[config.mk]
export PLATFORM = sky130hd
export DESIGN_NAME = cci_rd_arbiter
export DESIGN_NICKNAME = d
export VERILOG_FILES = /design/src/rtl/cci_rd_arbiter.sv
export SDC_FILE = /design/constraint.sdc
export NUM_CORES = 2
export LEC_CHECK = 0
export CAP_MARGIN = 10
export CORE_AREA = 2 2 500 502
export CTS_CLUSTER_SIZE = 14
export DETAILED_ROUTE_END_ITERATION = 8
export DIE_AREA = 0 0 502 504
export PLACE_DENSITY_LB_ADDON = 0.1
export SYNTH_ARGS = -nofsm -noshare
export SYNTH_HDL_FRONTEND = slang
export SYNTH_SLANG_ARGS = --single-unit
[constraint.sdc]
create_clock -name clk -period 10.15 [get_ports clk]
set_input_delay 2.5375 -clock clk [delete_from_list [all_inputs] [get_ports clk]]
set_output_delay 2.5375 -clock clk [all_outputs]
set_load 0.02 [all_outputs]
[src/rtl/cci_rd_arbiter.sv]
// Round-robin CCI TX0 read arbiter with tag table and RX0 response routing.
// Optional address-hazard masking: CCI_RD_ARB_HAZARD_CHK_EN.
module cci_rd_arbiter #(
    parameter int         NUM_REQ      = 4,
    parameter int         MAX_OUTST    = 16,
    parameter int         TX_HDR_WIDTH = 61,
    parameter int         RX_HDR_WIDTH = 18,
    parameter int         DATA_WIDTH   = 512,
    parameter int         CLADDR_WIDTH = 32,
    parameter logic [3:0] RD_REQ_TYPE  = 4'h4,
    localparam int        TW           = $clog2(MAX_OUTST),
    localparam int        CW           = TW + 1
) (
    input  logic                            clk,
    input  logic                            reset,
    input  logic [NUM_REQ-1:0]              req_valid,
    input  logic [NUM_REQ*CLADDR_WIDTH-1:0] req_addr,
    output logic [NUM_REQ-1:0]              req_ready,
    input  logic                            tx_c0_almostfull,
    output logic [TX_HDR_WIDTH-1:0]         tx_c0_header,
    output logic                            tx_c0_rdvalid,
    input  logic [RX_HDR_WIDTH-1:0]         rx_c0_header,
    input  logic [DATA_WIDTH-1:0]           rx_c0_data,
    input  logic                            rx_c0_rdvalid,
    output logic [NUM_REQ-1:0]              rsp_valid,
    output logic [CLADDR_WIDTH-1:0]         rsp_addr,
    output logic [DATA_WIDTH-1:0]           rsp_data,
    output logic [CW-1:0]                   outst_cnt,
    output logic                            err_unexp_rsp
`ifdef CCI_RD_ARB_HAZARD_CHK_EN
    ,
    output logic [31:0]                     hazard_stall_cnt
`endif
);

    localparam int PW = $clog2(NUM_REQ);
    localparam int MW = 14;

    logic [MAX_OUTST-1:0]    tag_live;
    logic [PW-1:0]           tag_owner [MAX_OUTST];
    logic [CLADDR_WIDTH-1:0] tag_addr  [MAX_OUTST];
    logic [PW-1:0]           rr_ptr;

    logic [TW-1:0]           free_tag;
    logic                    tag_avail;
    logic [NUM_REQ-1:0]      cand;
    logic [PW-1:0]           gnt_id;
    logic                    gnt_found;
    logic                    grant;
    int                      arb_idx;
    logic [CLADDR_WIDTH-1:0] gnt_addr;
    logic [TX_HDR_WIDTH-1:0] issue_hdr;
    logic [TW-1:0]           rx_tag;
    logic                    rx_hit;
    logic                    unused_hdr;

    assign unused_hdr = ^rx_c0_header[RX_HDR_WIDTH-1:MW];

`ifdef CCI_RD_ARB_HAZARD_CHK_EN
    logic [NUM_REQ-1:0] hz_mask;

    // A requester hitting any live tag's address waits until that tag frees
    always_comb begin
        hz_mask = '0;
        for (int i = 0; i < NUM_REQ; i++)
            for (int t = 0; t < MAX_OUTST; t++)
                if (tag_live[t] &&
                    tag_addr[t] == req_addr[i*CLADDR_WIDTH +: CLADDR_WIDTH])
                    hz_mask[i] = 1'b1;
    end

    assign cand = req_valid & ~hz_mask;

    always_ff @(posedge clk) begin
        if (reset)
            hazard_stall_cnt <= '0;
        else if (|(req_valid & hz_mask) && hazard_stall_cnt != '1)
            hazard_stall_cnt <= hazard_stall_cnt + 32'd1;
    end
`else
    assign cand = req_valid;
`endif

    always_comb begin
        free_tag = '0;
        for (int t = MAX_OUTST - 1; t >= 0; t--)
            if (!tag_live[t]) free_tag = TW'(t);
    end

    assign tag_avail = ~&tag_live;

    // Scan downward so the nearest candidate at/after rr_ptr wins last
    always_comb begin
        gnt_id    = '0;
        gnt_found = 1'b0;
        arb_idx   = 0;
        for (int k = NUM_REQ - 1; k >= 0; k--) begin
            arb_idx = int'(rr_ptr) + k;
            if (arb_idx >= NUM_REQ) arb_idx = arb_idx - NUM_REQ;
            if (cand[arb_idx[PW-1:0]]) begin
                gnt_id    = arb_idx[PW-1:0];
                gnt_found = 1'b1;
            end
        end
    end

    assign grant = !reset && !tx_c0_almostfull && tag_avail && gnt_found;

    always_comb begin
        req_ready = '0;
        if (grant) req_ready[gnt_id] = 1'b1;
    end

    assign gnt_addr = req_addr[int'(gnt_id)*CLADDR_WIDTH +: CLADDR_WIDTH];

    always_comb begin
        issue_hdr = '0;
        issue_hdr[55:52] = RD_REQ_TYPE;
        issue_hdr[MW +: CLADDR_WIDTH] = gnt_addr;
        issue_hdr[TW-1:0] = free_tag;
    end

    assign rx_tag = rx_c0_header[TW-1:0];
    assign rx_hit = rx_c0_rdvalid && (rx_c0_header[MW-1:TW] == '0) &&
                    tag_live[rx_tag];

    always_ff @(posedge clk) begin
        if (grant) begin
            tag_owner[free_tag] <= gnt_id;
            tag_addr[free_tag]  <= gnt_addr;
        end
    end

    // A freed tag is still live this cycle, so free_tag never equals rx_tag
    always_ff @(posedge clk) begin
        if (reset) begin
            tag_live      <= '0;
            rr_ptr        <= '0;
            outst_cnt     <= '0;
            tx_c0_rdvalid <= 1'b0;
            tx_c0_header  <= '0;
            rsp_valid     <= '0;
            rsp_addr      <= '0;
            rsp_data      <= '0;
            err_unexp_rsp <= 1'b0;
        end else begin
            tx_c0_rdvalid <= grant;
            rsp_valid     <= '0;
            err_unexp_rsp <= rx_c0_rdvalid && !rx_hit;
            if (grant) begin
                tx_c0_header       <= issue_hdr;
                tag_live[free_tag] <= 1'b1;
                rr_ptr <= (gnt_id == PW'(NUM_REQ - 1)) ? '0 : gnt_id + 1'b1;
            end
            if (rx_hit) begin
                tag_live[rx_tag]             <= 1'b0;
                rsp_valid[tag_owner[rx_tag]] <= 1'b1;
                rsp_addr                     <= tag_addr[rx_tag];
                rsp_data                     <= rx_c0_data;
            end
            outst_cnt <= outst_cnt + CW'(grant) - CW'(rx_hit);
        end
    end

endmodule
After elaboration in Yosys (flattened, before gate mapping):

Memories as Yosys holds them, arrays and structs flattened. A register that Yosys moved wholly into a read port is not among the register bits.
Cells that the tools add are included.

* memories kept: 2
* logic and storage cells: 112
* bits of input ports: 666
* bits in registers: 578
* output and inout bits: 620
* bits in writable memories: 544

Memory list
* tag_addr: depth 16, width 32, read ports 1, clocked after Yosys merged registers in 1, write ports 1, RTL line 41 `logic [CLADDR_WIDTH-1:0] tag_addr [MAX_OUTST];`
* tag_owner: depth 16, width 2, read ports 1, clocked after Yosys merged registers in 0, write ports 1, RTL line 40 `logic [PW-1:0] tag_owner [MAX_OUTST];`

* reductions and logical operators: 17
* eq/ne operators: 1
* muxes and demuxes: 53
* magnitude comparators: 16
* add/sub/neg operators: 10
* shift-type cells: 1
* bitwise operators: 4

Operators by type and width (count)
* 128-bit by 8-bit variable part select with 32-bit output: 1
* 4-bit two-way mux: 17
* 16-bit two-way mux: 3
* 2-bit by 3-bit < comparator with 1-bit output, second input constant: 6
* 2-bit two-way mux: 9
* 16-bit AND: 1
* 16-bit inverter: 1
* 16-bit OR: 1
* 16-bit AND reduction: 1
* 1-bit two-way mux: 15
* 1-bit logical AND: 10
* 10-bit logical NOT: 1
* 4-bit by 5-bit < comparator with 1-bit output, second input constant: 2
* 3-bit >= comparator, second input constant: 3
* 1-bit binary-select mux with 2-bit select: 4
* 1-bit demux with 4-bit select: 2
* 4-bit by 1-bit >= comparator with 1-bit output, second input constant: 2
* 2-bit by 1-bit subtractor with 2-bit output, second input constant: 4
* 2-bit by 2-bit adder with 3-bit output, second input constant: 2
* 5-bit by 1-bit adder with 5-bit output: 1
* 5-bit by 1-bit subtractor with 5-bit output: 1
* 1-bit binary-select mux with 4-bit select: 1
* 1-bit demux with 2-bit select: 2
* 2-bit by 1-bit >= comparator with 1-bit output, second input constant: 2
* 7 further kinds: 10

Depth between registers and ports, before layout:

* depth after elaboration: 25
* gate-level depth with buffers: 19
* depth with buffers taken out: 15

Least setup slack after synthesis:

OpenSTA, ideal clock, no wires.

* kind: in2reg
* from: in reset
* to: mem tag_addr[2][0], enable pin
* path slack: 3072 ps
* setup time: 511 ps
* data required time: 9639 ps
* stages on the path: 4
* data arrival time: 6567 ps
* path buffers: 2
* path through: clkbuf_1 > or3_1 > buf_2 > nor4_1

* cells in the longest elaborated chain, start to end: 6

Ends and longest elaborated chain
* start, declared: RTL line 15 `input logic reset,`
* 1-bit logical NOT: RTL line 107 `assign grant = !reset && !tx_c0_almostfull && tag_avail && gnt_found;`
* 1-bit logical AND (3 in a row): RTL line 107
* 1-bit two-way mux: RTL line 128 `if (grant) begin`
* 1-bit two-way mux (implied by the code): RTL line 130 `tag_addr[free_tag] <= gnt_addr;`
* end, declared: RTL line 41

Every way passes these cells.

Worst setup path in the final report:

* from: in req_valid[1]
* to: out req_ready[1]

* cells in the longest elaborated chain, start to end: 11
* elaborated cells on any way between the ends: 23
* classes of those cells: order compare: 2; mux: 19; reduce/logical: 2

Ends and longest elaborated chain
* start, declared: RTL line 16 `input logic [NUM_REQ-1:0] req_valid,`
* 1-bit binary-select mux with 2-bit select: RTL line 100 `if (cand[arb_idx[PW-1:0]]) begin`
* 1-bit two-way mux (implied by the code): RTL line 100
* 2-bit two-way mux (4 in a row): RTL line 100
* 2-bit by 3-bit < comparator with 1-bit output (implied by the code) or 2-bit by 1-bit >= comparator with 1-bit output (tied branches): RTL line 111 `if (grant) req_ready[gnt_id] = 1'b1;`
* 1-bit logical AND (implied by the code): RTL line 111
* 1-bit two-way mux (implied by the code): RTL line 111
* 1-bit demux with 2-bit select: RTL line 111
* 4-bit two-way mux *: RTL line 111
* end, declared: RTL line 18 `output logic [NUM_REQ-1:0] req_ready,`

Every way passes the cells marked *; elsewhere a longest branch is shown, timed or not. The select of a mux whose other input is x is not followed.

==> metrics <==
CTS tree=yes; drt first pass iters=5; commonest non-fill, non-tap cell in the layout=clkdlybuf4s50_1; clk_lat worst skew=820 ps; RSZ-0062 raised after global routing=false; CTS clk-pin slew, worst paths=50 ps; largest net degree at the start of global routing=196; DRT Wirelength=254000 um; Mapped Area=45700 sq um; sequential share of the synthesized area=0.625; synth warn=0; syn avg cell area=12.0 sq um; hold path cells=2; worst hold margin=458 ps; critical-path maximum fanout=36; clock sink count=1154; WP data required=7610 ps; # fillers=26.0k; Max Slew Vio Count=0; top cell family by delay on the critical path=buffers and inverters; period utilisation layout=0.804; Crit. End Element=output pin; Worst setup SP type=input pin; iteration-0 DRC count of the detailed router=2783; post-synthesis cell type count=58; R2R cell count=7; # DRC=0; crit path max-delay cell type=clkdlybuf4s50_1; ANT nets after route=0; post_cts resized=0; Post-Synthesis Cells=3813; Post-synth EDFFs=544; Synth area leaders=edfxtp_1, dfxtp_1, mux4_2, a21oi_1, o21ai_0; Port Buffers=1257; setup tns final=0 ps; fraction of layout cells with a size suffix above 1=0.114; row cnt=183; Post-Place Cells=8092; grt total ovfl=0; total chip power=11.3 mW; initial core utilization=0.185; top-area cell type share of the netlist area=0.357; CP Depth=8; Setup-failing EPs final=0; Die ar.=253000 sq um; Worst Setup SP=req_valid[1]; commonest cells after routing, fill and taps aside=clkdlybuf4s50_1, dfxtp_1, a21oi_1; Final nets=5599; total CTS buffers=150; HPWL after DPL=179000 um; Worst EP arrival=5620 ps; GPL Wtd Cong=0.859; FMAX=123 MHz; H-tree depth=4; Pwr Density=170 nW/um^2; HP Class=flop to flop; first-pass GRT wire length=336000 um; worst-path cell chain=clkdlybuf4s50_1 > inv_1 > a2111oi_0 > nor2_1 > inv_4 > ha_1 > and2_1 > clkdlybuf4s50_1; Final Critical Period=8160 ps; max incr delay on CP=760 ps; peak supply drop=0.000168 V; initial antenna violation count=88; Leak Pwr=20.6 nW; fin cells=8396; Relative slew margins=0.174; slew at the pin closest to its max-slew limit=1210 ps; vias in the first global route=36.7k; Util after Layout=0.269; total global-route track usage=0.192; Crit Path Class=input pin to output pin; Setup Fix Bufs, Post-CTS=0; P&R area growth vs syn=45.5%; Vias/cell=4.45; Max clock buf depth=3; asr flop ratio synth=0; Final Skew=65.1 ps; DR vias=37.4k; Fin. Hold Viols=0; DR WL/cell=30.2 um; status=completed; number of hold buffers added after CTS=0; Critical path buffers and inverters=4; Die Span Y=504 um; CTS Root Cell=clkbuf_16; CP most frequent cell=clkdlybuf4s50_1; cell taking the most area after synthesis=edfxtp_1; Top FF cell, synth=dfxtp_1; Synth Register Bits=1154; Worst Hold Launch=tx_c0_header[2]; area of the core=248000 sq um; worst reg2reg path startpoint=rr_ptr[0]; DIE WIDTH=502 um; io pins=1286; max_cap viols=0
==> routing by layer <==
layer / vias to the layer above / GRT usage / share of wire / wire length (um)
li1: 16651 / - / - / -
met1: 19016 / 0.237 / 0.41 / 105000
met2: 1341 / 0.314 / 0.47 / 118000
met3: 343 / 0.0727 / 0.092 / 23400
met4: 10 / 0.0511 / 0.027 / 6900
met5: - / 0 / 0.00026 / 65
==> worst paths after layout <==
| check | end | slack [ps] |
|---|---|---|
| max | req_ready[1] | 1990 |
| min | tx_c0_header[2] | 460 |
| max reg2reg | tag_addr[2][28] | 5990 |
| min reg2reg | tx_c0_header[2] | 460 |
==> where the power goes <==
part	switching, mW	internal, mW	total [mW]
clock network	2.28	3.06	5.34
registers	0.0199	4.98	5.00
logic	0.539	0.413	0.952
==> synth_stat cells (all sizes together) (2+ instances only) <==
master	n
a211oi	6
nor4	6
edfxtp	544
a41oi	5
a311oi	5
a31oi	5
nand2b	5
nand3	583
nor4b	2
inv	32
xor2	3
o211ai	6
clkbuf	208
and2	5
and3	4
a22oi	66
ha	9
nor3	13
a21oi	554
buf	202
a221oi	9
mux2i	96
and4	6
nand4	6
o21ai	552
o221ai	33
nor2	19
nor2b	7
nand2	52
mux4	141
a21o	3
or3	2
dfxtp	610
==> registers in the layout, indices dropped and copies added, names as in the netlist <==
register,count
rsp_data,512
tag_addr,512
tx_c0_header,37
rsp_addr,32
tag_owner,32
tag_live,16
outst_cnt,5
rsp_valid,4
rr_ptr,2
err_unexp_rsp,1
tx_c0_rdvalid,1
==> cells by family (layout without fill, tap and decap cells) <==
kind of cell / count (synthesis) / in the layout / share of synthesized area
buf+inv: 443 / 1649 / 0.0454
fa+ha+maj: 10 / 10 / 0.00290
xor+xnor: 4 / 4 / 0.000767
mux: 237 / 237 / 0.0905
other cells: 1 / 48 / 0.0000820
simple gates: 712 / 712 / 0.0892
compound gates: 1252 / 1252 / 0.147
flops: 1154 / 1154 / 0.625
==> tightest hold or removal path, cell delays in order, from the launching register on <==
cell,delay (ps)
dfxtp_1,310
nand2_1,50
a21oi_1,50
==> area by class of cell <==
class                      count  area (sq um)  share of cell area
tap                         3330          4170              0.0627
multi-input combinational   2239         15300               0.230
timing repair buffer        1345         13400               0.201
clock inverter                51           682              0.0103
inverter                      33           126             0.00190
sequential                  1154         28500               0.429
clock buffer                 220          4240              0.0637
antenna                       24          60.1            0.000903
==> stage by stage <==
| stage | instance area [sq um] | setup WS [ps] |
|---|---|---|
| 3_5_place_dp | 61400 | 1960 |
| 3_3_place_gp | 61400 | 1790 |
| 6_report | 66500 | 1990 |
| 5_1_grt | 66500 | 1910 |
| 2_1_floorplan | 45800 | 3070 |
| 4_1_cts | 66400 | 1940 |
Power figures use the tool's default switching activity.
